==> config.mk <==
export PLATFORM = sky130hd
export DESIGN_NAME = instr_fetch_unit
export DESIGN_NICKNAME = d
export VERILOG_FILES = /design/src/rtl/instr_fetch_unit.sv
export SDC_FILE = /design/constraint.sdc
export NUM_CORES = 1
export LEC_CHECK = 0
export ABC_AREA = 1
export CAP_MARGIN = 20
export CORE_MARGIN = 2
export CORE_UTILIZATION = 42
export DETAILED_ROUTE_END_ITERATION = 10
export PLACE_DENSITY = 0.74
export SLEW_MARGIN = 20
export SYNTH_ARGS = -nofsm -noshare
export SYNTH_HDL_FRONTEND = slang
export SYNTH_SLANG_ARGS = --single-unit
==> constraint.sdc <==
create_clock -name clk -period 1.4 [get_ports clk]
set_clock_uncertainty 0.05 [all_clocks]
set_input_delay 0.28 -clock clk [delete_from_list [all_inputs] [get_ports clk]]
set_output_delay 0.28 -clock clk [all_outputs]
set_load 0.02 [all_outputs]
==> src/rtl/instr_fetch_unit.sv <==
// instr_fetch_unit
//   Instruction fetch stage. Owns the fetch PC, addresses the synchronous
//   word-indexed instruction memory every cycle and accounts for its one-cycle
//   read latency. Decode stalls are absorbed by a one-entry hold buffer.
//   Redirects from EX squash the current and in-flight fetches.
//
// Parameters
//   RESET_PC     byte address of the first fetch after reset (word aligned)
// Ports
//   clk          system clock, rising edge
//   rst_n        asynchronous active-low reset
//   imem_addr    word index presented to memory, {2'b00, fetch_pc[31:2]}
//   imem_data    memory read data for the address presented last cycle
//   id_stall     decode cannot accept; present the same instruction again
//   redirect     taken branch/jump from EX, squashes the wrong path
//   redirect_pc  byte target of the redirect (bits [1:0] ignored)
//   if_instr     instruction to IF/ID
//   if_pc        byte address of if_instr
//   if_valid     if_instr/if_pc hold a correct-path instruction
module instr_fetch_unit #(
   parameter logic [31:0] RESET_PC = 32'h0000_0000
) (
   input  logic        clk,
   input  logic        rst_n,
   output logic [31:0] imem_addr,
   input  logic [31:0] imem_data,
   input  logic        id_stall,
   input  logic        redirect,
   input  logic [31:0] redirect_pc,
   output logic [31:0] if_instr,
   output logic [31:0] if_pc,
   output logic        if_valid
);

   typedef enum logic [0:0] {
      StRun   = 1'b0,
      StStall = 1'b1
   } state_e;

   state_e      state_q;
   logic [31:0] fetch_pc_q;
   logic [31:0] resp_pc_q;
   logic        resp_valid_q;
   logic [31:0] hold_instr_q;

   // Byte-offset bits of the redirect target carry no information.
   logic unused_redirect_lsbs;
   assign unused_redirect_lsbs = ^redirect_pc[1:0];

   always_ff @(posedge clk or negedge rst_n) begin
      if (!rst_n) begin
         state_q      <= StRun;
         fetch_pc_q   <= RESET_PC;
         resp_pc_q    <= 32'h0;
         resp_valid_q <= 1'b0;
         hold_instr_q <= 32'h0;
      end else if (redirect) begin
         // Whatever is on imem_data or in the hold buffer is wrong-path.
         state_q      <= StRun;
         fetch_pc_q   <= {redirect_pc[31:2], 2'b00};
         resp_valid_q <= 1'b0;
      end else if (id_stall) begin
         // Entering STALL: memory will now return the next sequential word,
         // so the currently presented instruction must be captured here.
         if (state_q == StRun) begin
            hold_instr_q <= imem_data;
            state_q      <= StStall;
         end
      end else begin
         // fetch_pc has been held stable through any stall, so the data for
         // it is on imem_data again on the cycle after this edge.
         state_q      <= StRun;
         resp_pc_q    <= fetch_pc_q;
         resp_valid_q <= 1'b1;
         fetch_pc_q   <= fetch_pc_q + 32'd4;
      end
   end

   always_comb begin
      imem_addr = {2'b00, fetch_pc_q[31:2]};
      if_instr  = (state_q == StStall) ? hold_instr_q : imem_data;
      if_pc     = resp_pc_q;
      if_valid  = resp_valid_q & ~redirect;
   end

endmodule

==> results summary <==
In this run the register-to-register setup slack is -0.21 ns. The final layout net count came out at 979. The H-tree generated during clock tree synthesis spans 3 levels. The clock insertion delay at the later pin of the skew report is roughly 0.34 ns. Once placement finished, the instance area stood at roughly 7500 um2. From left edge to right edge, the die measures 112.2 um. Counting every instance in the synthesized netlist gives between 600 and 700.

The placed wire-length estimate came out at ~11 mm. The clock buffer count from CTS came out at 9. The share of post-route cells with drive strength above 1 is 0.4114. The number of top-level pins is around 170. The category of the most critical setup path is register to output pin. The via count is ~5.6k.

In this run the power density over the cells is ~1000 nW/um2. The floorplan has 39 rows. The checks that failed: setup timing. TritonCTS built the clock tree. Dividing the detail-routed wire length by the instance count gives 17.87 um. The number of antenna diodes in the final layout is 0. Across the VDD grid, the largest voltage drop is between 0.0006 and 0.0007 V. The final RePlAce weighted congestion came out at between 0.8 and 0.9. The largest stage delay on the critical path came out at ~0.42 ns. Data on the critical path is required at its endpoint by between 1 and 1.5 ns. The met2 usage in global routing is 0.4920. The count of maximum capacitance violations came out at 0. The clock period minus final worst setup slack is around 1.8 ns. Synthesis inferred 94 register bits. Setup repair after global routing could not meet its margin everywhere. In this design, the largest share of critical-path delay is due to buffers and inverters. The worst hold path terminates at fetch_pc_q[29]. The synthesis warning total came out at 0. The final routed DRC violation total came out at 0. In this run the worst path has a maximum fanout of 6. STA classifies the critical path endpoint as an output pin.

Counting both buffers and inverters, the worst setup path holds a total of 3. The met1 routing resource usage after global routing is 0.3421. The detail route stage leaves a number of antenna-violating nets equal to 0. The overall die area is roughly 13000 um2. The first-pass detailed-route iteration total is 6. The wire length of the first global-routing pass is approximately 28 mm.

The final worst-path cycle share is 1.289. The number of fill cells in the layout came out at a little over 700. The endpoint identified for the worst register-to-register timing path is fetch_pc_q[28]. Walking the worst path, the cells encountered are buf_12 -> buf_8 -> nor2_4 -> a21oi_4 -> buf_6. The maximum root-to-sink buffer count is 2. At the pin with the least slew margin, the transition time is slightly below 0.5 ns. The met3 usage is 0.05724. Clock-pin slew was measured on the worst setup and hold paths at around 0.060 ns. The tightest min-delay check is of the input port to register type. The total standard cell area after synthesis is between 4000 and 5000 um2.

The leakage power came out at slightly above 4 nW. The total length of routed wires is between 15 and 20 mm. The number of different library cells used by synthesis comes to 39. The final hold violation count is 0. The library cells used most frequently in the layout, excluding fill and tap cells, are nand2_1, buf_4, dfrtp_1, buf_6, nor2_1.

The DRC marker count from the first detailed-route iteration is 467. The final count of pins violating max slew is 0. The initial antenna violation count is 0.

The via density per instance came out at 5.262. The worst hold slack is approximately 0.37 ns. For this design, the slowest cell found on the critical path is dfrtp_2.

After layout, the worst setup slack is -0.4041 ns. The worst register-to-register path begins at fetch_pc_q[3]. Measured along the y axis, the die boundary spans around 110 um.

The number of global-route vias before repair came out at 5654. The worst slew margin relative to its limit came out at 0.6683. The start point of the worst hold path is id_stall. The pin count of the biggest net entering global routing came out at 34. The nature of the critical path startpoint is a register. The overall routing resource usage is 0.2794. The flow ran to the end, but the final reports show violations. The share of the yosys chip area belonging to registers came out at 0.4785.

The count of buffers from port buffering came out at 158. The completed layout was analyzed and its total power is 0.009028 W. The worst register-to-register path has a depth of 8. The post-synthesis area per instance came out at approximately 7.7 um2.

The final-report setup violation count came out at between 60 and 70. The global route total overflow came out at 0. The CTS sink count came out at 94. The library cell used most frequently in the layout, excluding fill and tap cells, is nand2_1. The depth of the worst hold-timing path came out at 5. The cell area after layout came out at 8902 um2. In this run the most used layer during global routing was met2.

The starting density of the core is 0.4305. The top achievable clock speed came out at around 0.55 GHz. The layout overhead on the synthesized area came out at 81.09%.

CTS placed an instance of clkbuf_16 at the clock tree root. The worst endpoint data arrival time is ~1.5 ns. The placeable core area is approximately 11000 um2.
-- stage by stage --
| step | std cells | TNS [ns] | setup slack [ns] | util |
|---|---|---|---|---|
| final | 1057 | -13.77 | -0.4041 | 0.7796 |
| after global routing | 1057 | -16.77 | -0.4284 | 0.7796 |
| after CTS | 1042 | -11.85 | -0.3481 | 0.7498 |
| after detailed placement | 1006 | -51.52 | -0.5366 | 0.6537 |
| after global placement | 1006 | -47.80 | -0.4982 | 0.6537 |
| after floorplan | 639 | -0.5697 | -0.1310 | - |
-- state kept, by name, indices dropped and copies added (netlist names) --
name,cells
hold_instr_q,32
fetch_pc_q,30
if_pc,30
resp_valid_q,1
state_q,1
-- routing by layer --
layer / routed length, um / vias to the layer above
met5: 0 / -
met4: 526 / 0
met3: 1145 / 44
met2: 9680 / 247
met1: 7531 / 2705
li1: - / 2566
-- synth_stat cells (all sizes together) --
cell	n	area, um2
o21bai	1	7.510
a21oi	35	175.2
o2111ai	3	26.28
dfrtp	94	2352
clkbuf	4	15.01
nor3	4	31.28
xnor2	1	8.760
buf	29	166.4
nand2	161	646.9
a32oi	1	8.760
clkinv	1	3.750
nand3	26	135.1
o221ai	3	26.28
nand4	10	68.81
ha	1	12.51
inv	68	255.2
o311ai	1	8.760
o21ai	56	284.0
conb	1	3.750
o21a	3	22.52
o211ai	4	30.03
nor2	118	539.3
nand3b	5	37.54
a22o	3	26.28
a31oi	1	6.260
xor2	2	17.52
-- logic make-up after synthesis --
family,Yosys count,synth area share
AO/OA/AOI/OAI,111,0.1265
XOR/XNOR,3,0.005346
other,1,0.0007628
adder cells (fa/ha/maj),1,0.002545
AND/OR/NAND/NOR,324,0.2968
flip-flops,94,0.4785
buffers and inverters,102,0.08959
-- worst register-to-register path, stage by stage, from the launching register on --
cell and delay [ns]:
dfrtp_2 0.41, ha_4 0.16, nand2_4 0.06, nor2_4 0.19, nand4_4 0.17, nor2_4 0.22
nand3_2 0.10, nand2_2 0.08, nand3_2 0.05
-- what timing repair did --
item / CTS / global route
pin swaps: 39 / 36
setup buffers: 19 / 28
cloned: 3 / 0
hold endpoints to repair: 19 / 0
resized for setup: 448 / 145
hold buffers: 1 / 0
endpoints found under the setup margin: 160 / 143
-- cell type report --
| type | instances | area [um2] | share of cell area |
|---|---|---|---|
| Timing Repair Buffer | 293 | 2860 | 0.3213 |
| Multi-Input combinational cell | 443 | 2928 | 0.3289 |
| Sequential cell | 94 | 2369 | 0.2661 |
| Clock inverter | 4 | 72.57 | 0.008152 |
| Inverter | 69 | 261.5 | 0.02937 |
| Tap cell | 143 | 178.9 | 0.02010 |
| Clock buffer | 11 | 232.7 | 0.02614 |
-- worst max path at each step --
| stage | from | endpoint | slack (ns) | cells past startpoint |
|---|---|---|---|---|
| after floorplan | fetch_pc_q[3] | fetch_pc_q[22] | -0.13 | 10 |
| after global placement | imem_data[30] | if_instr[30] | -0.50 | 4 |
| after detailed placement | redirect | fetch_pc_q[16] | -0.54 | 7 |
| after CTS | state_q | if_instr[27] | -0.35 | 4 |
| after global routing | state_q | if_instr[19] | -0.43 | 5 |
| final | state_q | if_instr[19] | -0.40 | 5 |
-- where the power goes --
group / switching (W) / internal, W / total (W) / leakage [nW]
Sequential: 0.000255 / 0.00309 / 0.00334 / 1.12
Combinational: 0.00170 / 0.00140 / 0.00310 / 2.78
Clock: 0.00103 / 0.00155 / 0.00258 / 0.146
(Power assumes the default switching activity.)
